**src/rtl/if_id_buffer_pkg.sv**
```systemverilog
// Shared definitions for the fetch/decode boundary: buffer state encoding, instruction field
// positions and opcode constants.
package if_id_buffer_pkg;

   localparam int unsigned InstrW  = 16;
   localparam int unsigned OpcodeW = 3;
   localparam int unsigned RegW    = 3;
   localparam int unsigned Imm7W   = 7;
   localparam int unsigned Imm10W  = 10;

   typedef enum logic [1:0] {
      StEmpty = 2'd0,
      StOne   = 2'd1,
      StFull  = 2'd2
   } buf_state_e;

   // Field bit positions within a 16-bit instruction word
   localparam int unsigned OpcodeHi = 15;
   localparam int unsigned OpcodeLo = 13;
   localparam int unsigned RegAHi   = 12;
   localparam int unsigned RegALo   = 10;
   localparam int unsigned RegBHi   = 9;
   localparam int unsigned RegBLo   = 7;
   localparam int unsigned RegCHi   = 2;
   localparam int unsigned RegCLo   = 0;
   localparam int unsigned Imm7Hi   = 6;
   localparam int unsigned Imm7Lo   = 0;
   localparam int unsigned Imm10Hi  = 9;
   localparam int unsigned Imm10Lo  = 0;

   localparam logic [OpcodeW-1:0] OpAdd  = 3'd0;
   localparam logic [OpcodeW-1:0] OpAddi = 3'd1;
   localparam logic [OpcodeW-1:0] OpNand = 3'd2;
   localparam logic [OpcodeW-1:0] OpLui  = 3'd3;
   localparam logic [OpcodeW-1:0] OpSw   = 3'd4;
   localparam logic [OpcodeW-1:0] OpLw   = 3'd5;
   localparam logic [OpcodeW-1:0] OpBeq  = 3'd6;
   localparam logic [OpcodeW-1:0] OpJalr = 3'd7;

   typedef struct packed {
      logic [OpcodeW-1:0] opcode;
      logic [RegW-1:0]    reg_a;
      logic [RegW-1:0]    reg_b;
      logic [RegW-1:0]    reg_c;
      logic [Imm7W-1:0]   imm7;
      logic [Imm10W-1:0]  imm10;
   } instr_fields_t;

   function automatic instr_fields_t slice_instr(input logic [InstrW-1:0] w);
      instr_fields_t f;
      f.opcode = w[OpcodeHi:OpcodeLo];
      f.reg_a  = w[RegAHi:RegALo];
      f.reg_b  = w[RegBHi:RegBLo];
      f.reg_c  = w[RegCHi:RegCLo];
      f.imm7   = w[Imm7Hi:Imm7Lo];
      f.imm10  = w[Imm10Hi:Imm10Lo];
      return f;
   endfunction

endpackage

```
**src/rtl/if_id_fields.sv**
```systemverilog
// Purely combinational split of a 16-bit instruction into opcode, register and raw immediates.
module if_id_fields
   import if_id_buffer_pkg::*;
(
   input  logic [InstrW-1:0]  instr_i,
   output logic [OpcodeW-1:0] opcode_o,
   output logic [RegW-1:0]    reg_a_o,
   output logic [RegW-1:0]    reg_b_o,
   output logic [RegW-1:0]    reg_c_o,
   output logic [Imm7W-1:0]   imm7_o,
   output logic [Imm10W-1:0]  imm10_o
);

   instr_fields_t fields;

   always_comb begin
      fields   = slice_instr(instr_i);
      opcode_o = fields.opcode;
      reg_a_o  = fields.reg_a;
      reg_b_o  = fields.reg_b;
      reg_c_o  = fields.reg_c;
      imm7_o   = fields.imm7;
      imm10_o  = fields.imm10;
   end

endmodule

```
**src/rtl/if_id_buffer.sv**
```systemverilog
// Two-entry skid buffer between fetch and decode; outputs come only from the registered head.
module if_id_buffer
   import if_id_buffer_pkg::*;
#(
   parameter int unsigned INSTR_W = 16,
   parameter int unsigned PC_W    = 16
) (
   input  logic               clk,
   input  logic               rst,
   input  logic               in_valid,
   output logic               in_ready,
   input  logic [INSTR_W-1:0] in_instr,
   input  logic [PC_W-1:0]    in_pc,
   input  logic               flush,
   output logic               out_valid,
   input  logic               out_ready,
   output logic [2:0]         out_opcode,
   output logic [2:0]         out_reg_a,
   output logic [2:0]         out_reg_b,
   output logic [2:0]         out_reg_c,
   output logic [6:0]         out_imm7,
   output logic [9:0]         out_imm10,
   output logic [PC_W-1:0]    out_pc
);

   buf_state_e         state_q, state_d;
   logic [INSTR_W-1:0] head_instr_q, head_instr_d;
   logic [PC_W-1:0]    head_pc_q, head_pc_d;
   logic [INSTR_W-1:0] tail_instr_q, tail_instr_d;
   logic [PC_W-1:0]    tail_pc_q, tail_pc_d;
   logic               accept, consume;

   assign in_ready  = (state_q != StFull) & ~rst;
   assign out_valid = (state_q != StEmpty);
   assign accept    = in_valid & in_ready;
   assign consume   = out_valid & out_ready;

   always_comb begin
      state_d      = state_q;
      head_instr_d = head_instr_q;
      head_pc_d    = head_pc_q;
      tail_instr_d = tail_instr_q;
      tail_pc_d    = tail_pc_q;
      if (flush) begin
         // Payload is left untouched so out_* keep their last values while empty
         state_d = StEmpty;
      end else begin
         unique case (state_q)
            StEmpty: begin
               if (accept) begin
                  head_instr_d = in_instr;
                  head_pc_d    = in_pc;
                  state_d      = StOne;
               end
            end
            StOne: begin
               if (accept && !consume) begin
                  tail_instr_d = in_instr;
                  tail_pc_d    = in_pc;
                  state_d      = StFull;
               end else if (consume && !accept) begin
                  state_d = StEmpty;
               end else if (accept && consume) begin
                  head_instr_d = in_instr;
                  head_pc_d    = in_pc;
               end
            end
            StFull: begin
               if (consume) begin
                  head_instr_d = tail_instr_q;
                  head_pc_d    = tail_pc_q;
                  state_d      = StOne;
               end
            end
            default: state_d = StEmpty;
         endcase
      end
   end

   always_ff @(posedge clk) begin
      if (rst) begin
         state_q      <= StEmpty;
         head_instr_q <= '0;
         head_pc_q    <= '0;
         tail_instr_q <= '0;
         tail_pc_q    <= '0;
      end else begin
         state_q      <= state_d;
         head_instr_q <= head_instr_d;
         head_pc_q    <= head_pc_d;
         tail_instr_q <= tail_instr_d;
         tail_pc_q    <= tail_pc_d;
      end
   end

   if_id_fields u_fields (
      .instr_i  (head_instr_q),
      .opcode_o (out_opcode),
      .reg_a_o  (out_reg_a),
      .reg_b_o  (out_reg_b),
      .reg_c_o  (out_reg_c),
      .imm7_o   (out_imm7),
      .imm10_o  (out_imm10)
   );

   assign out_pc = head_pc_q;

endmodule
```
**config.mk**
```make
export PLATFORM = sky130hd
export DESIGN_NAME = if_id_buffer
export DESIGN_NICKNAME = d
export VERILOG_FILES = /design/src/rtl/if_id_buffer_pkg.sv /design/src/rtl/if_id_fields.sv /design/src/rtl/if_id_buffer.sv
export SDC_FILE = /design/constraint.sdc
export NUM_CORES = 1
export LEC_CHECK = 0
export CAP_MARGIN = 10
export CORE_MARGIN = 4
export CORE_UTILIZATION = 37
export DETAILED_ROUTE_END_ITERATION = 7
export GPL_TIMING_DRIVEN = 0
export SYNTH_ARGS = -nofsm -noshare
export SYNTH_HDL_FRONTEND = slang
export SYNTH_SLANG_ARGS = --single-unit
export TNS_END_PERCENT = 5
```
**constraint.sdc**
```tcl
create_clock -name clk -period 2.9 [get_ports clk]
set_input_delay 0.58 -clock clk [delete_from_list [all_inputs] [get_ports clk]]
set_output_delay 0.58 -clock clk [all_outputs]
set_load 0.05 [all_outputs]
```
# Word level (Yosys, flattened, before mapping)
# Cells that the tools add are included.
# classes
n_eq_ne	9
n_mux	17
bitwise	5
reduce_logical	12
# op_table
operator	n
$mux 16	10
$pmux 16 s3	2
$ne 2x2->1 const B	6
$mux 2	4
$reduce_and 7->1	1
$pmux 2 s3	1
$reduce_and 3->1	2
$and 1x1->1	3
$logic_and 1x1->1	3
$ne 3x3->1 const B	1
$reduce_bool 3->1	1
$eq 2x1->1 const B	1
$eq 2x2->1 const B	1
$logic_not 1->1	2
$logic_not 2->1	1
$not 1->1	2
$reduce_bool 2->1	1
$reduce_or 2->1	1
# totals
regBits	66
inputBits	37
out_inout_bits	47
wordCells	48

# Depth between registers and ports, before layout
# depth
word_depth	8
depth_mapped	12
mapped_depth_nobuf	9

# Hierarchy
# A second synthesis with hierarchy kept.
# unflattened
cells_unflattened	343
hier_area_um2	3168.0
# modules_own_cells
module	n_inst	cells_each	area_per_inst_um2	seq_area_each_um2
if_id_buffer	1	314	2950.3	1321.3
if_id_fields	1	29	217.7	0.0

# Worst setup path before layout
# Ideal clock, no wire load.
# synth_timing
path_kind	register to register
from	register state_q[0]
to	register head_instr_q[5]
setup_time_ps	148
t_arrival_ps	2498
t_required_ps	2752
setup_slack_ps	255
stages_incl_launch_ff	13
n_path_buf	4
synth_period_minus_slack_ps	2645
path_cell_list	dfxtp_1 nand2b_1 buf_2 buf_2 nand2b_1 inv_1 ha_1 or3b_1 a221oi_4 and2_1 buf_4 buf_6 a211oi_1
# synth_between
elab_chain_cells	7
elab_cells_between_ends	21
classes_between	8 x eq/ne; 1 x mux; 3 x bitwise; 9 x reduce/logical
# synth_rtl
element	line_no	text
start, declared	if_id_buffer.sv:26	buf_state_e state_q, state_d;
start signal, assigned	if_id_buffer.sv:82	state_q <= StEmpty;
start signal, assigned	if_id_buffer.sv:88	state_q <= state_d;
$ne 2x2->1	if_id_buffer.sv:33	assign in_ready = (state_q != StFull) & ~rst;
$and 1x1->1	if_id_buffer.sv:33	
$and 1x1->1	if_id_buffer.sv:35	assign accept = in_valid & in_ready;
$logic_not 1->1	if_id_buffer.sv:61	end else if (consume && !accept) begin
$logic_and 1x1->1	if_id_buffer.sv:61	
$ne 2x2->1 (no line)	n/a	
$reduce_and 7->1 (no line)	n/a	
end signal, assigned	if_id_buffer.sv:89	head_instr_q <= head_instr_d;
end, declared	if_id_buffer.sv:27	logic [INSTR_W-1:0] head_instr_q, head_instr_d;
# Several ways; a longest one is shown, not always the timed one.
# A chain may end at the register's enable or synchronous reset.

# Worst setup path in the final report
# layout_timing
from	register state_q[0]
to	register head_instr_q[12]
# The elaborated chain is that of the path after synthesis.

==> metrics.cfg <==
[grt]
grt_max_degree=12
grt_first_pass_wirelength_um=12800
grt_pass1_vias=2583
grt_overflow_total=0
grt_usage=0.163
antenna_found_initial=0

[timing]
maxSlewHeadroom=0.517
fmax_ghz=0.365
layout_min_cycle_time_ns=2.74
finalSetupViolCount=0
drv_slew=0
fin_ws_ns=0.158
hold_viol=0
tightest_slew_ns=0.725
skew_ns=0.00696
fin_crit_sh=0.946
whs_ns=0.454
fin_setup_tns_ns=0

[cts]
post_cts_buffers=0
ctsHoldBuffers=0
insertion_delay_ns=0.33
root_buffer=clkbuf_8
clock_path_buffers=2
h-tree-depth=3
cts_tree=built
clk_pin_slew_worst_paths_ns=0.07
cts_buffers=9
cts.sinks=66

[min_path]
hp-class=reg2reg
hold_depth=2

[route]
viasPerCell=4.94
first_pass_iters=4
drt_iter0_markers=83
drc=0
finalWirelength_um=7710
ant_nets=0
vias=2606
wl_per_cell_um=14.6

[final_layout]
num_antenna_cells=0
final_area_mm2=0.00424
final_nets=462
layout_common_cells=clkdlybuf4s50_1, nand2_1, dfxtp_1
drive_gt1_frac=0.185
final_cells=528
layout_commonest_cell=clkdlybuf4s50_1
utilization=0.538
syn_to_final_growth_pct=39.2

[die]
num_io_pins=84
die_h_um=98.8
die-area_mm2=0.00975
die_w_um=98.8
start_util=0.386
coreArea_mm2=0.00789
row_count=32

[power_and_ir_drop]
powerDensity_mw_per_mm2=512
ir_drop_v=0.000261
intPower_mw=1.54
sw_frac_of_total=0.291
p_switching_mw=0.632
power.leakage_nw=1.72
p_total_mw=2.17
power.share.combinational=0.210
p_seq_frac=0.441
pwr-share-clk=0.349

[job]
drv_cap=0

[worst_setup_path]
crit_path_start_kind=flip-flop
cp_data_arrival_time_ns=2.93
cp.required_ns=3.09
ff2ff_path_depth=12
crit_type=reg2reg
end_kind=flip-flop
rrSetupSlack_ns=0.16
crit_fanout=10

[logic_synthesis]
avgSynthCellArea_um2=9.32
synth_cell_types=26
async_reset_ff_frac=0
ys_warn_count=0
dominantRegCellSynth=dfxtp_1
synth-edff-count=0
postSynthCellCount=327
synth_nets=368
ys_seq_area_frac=0.433
synth_area_mm2=0.00305
synth-seq-cells=66

[placement]
dp_cells=512
post-place-ws_ns=-0.651
io_buffers=83
place.gp.congestion=0.762
dp_hpwl_um=5440
dpl_cell_area_mm2=0.00401

[run_status]
status=finished clean

synthesized netlist by cell type (3+ instances only):
| library cell | instances | area share |
|---|---|---|
| nor2_1 | 3 | 0.0037 |
| buf_6 | 3 | 0.011 |
| mux2i_1 | 32 | 0.11 |
| dfxtp_1 | 66 | 0.43 |
| buf_2 | 10 | 0.016 |
| a211oi_2 | 28 | 0.11 |
| inv_1 | 4 | 0.0049 |
| a21oi_1 | 64 | 0.11 |
| nand2b_1 | 3 | 0.0062 |
| ha_1 | 4 | 0.016 |
| a211oi_1 | 4 | 0.0099 |
| buf_4 | 17 | 0.042 |
| nand2_1 | 66 | 0.081 |
| clkbuf_1 | 10 | 0.012 |
worst paths after layout:
kind | start | end
max | state_q[0]$_SDFFE_PP0P_ | head_instr_q[12]$_SDFFE_PP0P_
min | tail_pc_q[14]$_SDFFE_PP0P_ | tail_pc_q[14]$_SDFFE_PP0P_
min reg2reg | tail_pc_q[14]$_SDFFE_PP0P_ | tail_pc_q[14]$_SDFFE_PP0P_
max reg2reg | state_q[0]$_SDFFE_PP0P_ | head_instr_q[12]$_SDFFE_PP0P_
metal layers:
layer / vias up / wire length (um) / track usage
met5: - / 0 / 0
met4: 0 / 97 / 0.0410
met3: 9 / 406 / 0.0517
met2: 70 / 3690 / 0.264
met1: 1206 / 3510 / 0.212
li1: 1321 / - / -
sequential cells by signal, summed over array words and instances, names as in the netlist:
name	cells
out_pc	16
head_instr_q	16
tail_pc_q	16
state_q	2
tail_instr_q	16
what timing repair did:
item | 4_1_cts | 5_1_grt
setup endpoints to repair | 33 | 30
gates resized for setup | 7 | 9
pin swaps | 0 | 1
critical path, cell delays in order (launching register included):
cell and delay, ns:
dfxtp_4 0.39, nand2b_1 0.12, clkbuf_4 0.20, buf_12 0.16, nand2b_1 0.09, inv_1 0.11
ha_1 0.15, or3b_1 0.38, a221oi_4 0.41, and2_1 0.18, buf_4 0.16, buf_8 0.17
a211oi_2 0.08
kinds of logic after synthesis:
| group | Yosys count | share of synthesized area |
|---|---|---|
| AND/OR/NAND/NOR | 78 | 0.105 |
| adder cells (fa/ha/maj) | 4 | 0.0164 |
| flip-flops | 66 | 0.433 |
| AO/OA/AOI/OAI | 102 | 0.252 |
| buffers and inverters | 45 | 0.0878 |
| multiplexers | 32 | 0.105 |
final cells by class:
| type | instances | area, um^2 |
|---|---|---|
| sequential | 66 | 1330 |
| clock inverter | 5 | 53.8 |
| buffer | 41 | 284 |
| clock buffer | 11 | 141 |
| timing repair buffer | 83 | 831 |
| fill | 771 | 3640 |
| inverter | 4 | 15.0 |
| tap | 102 | 128 |
| multi-input combinational | 216 | 1470 |
power by group through the flow:
stage,clock (mW),sequential (mW),combinational [mW]
detailed placement,0,0.980,0.457
global route,0.818,0.963,0.483
global placement,0,0.980,0.453
floorplan,0,1.08,0.188
finish,0.758,0.959,0.456
CTS,0.776,0.960,0.458
(Power assumes the default switching activity.)
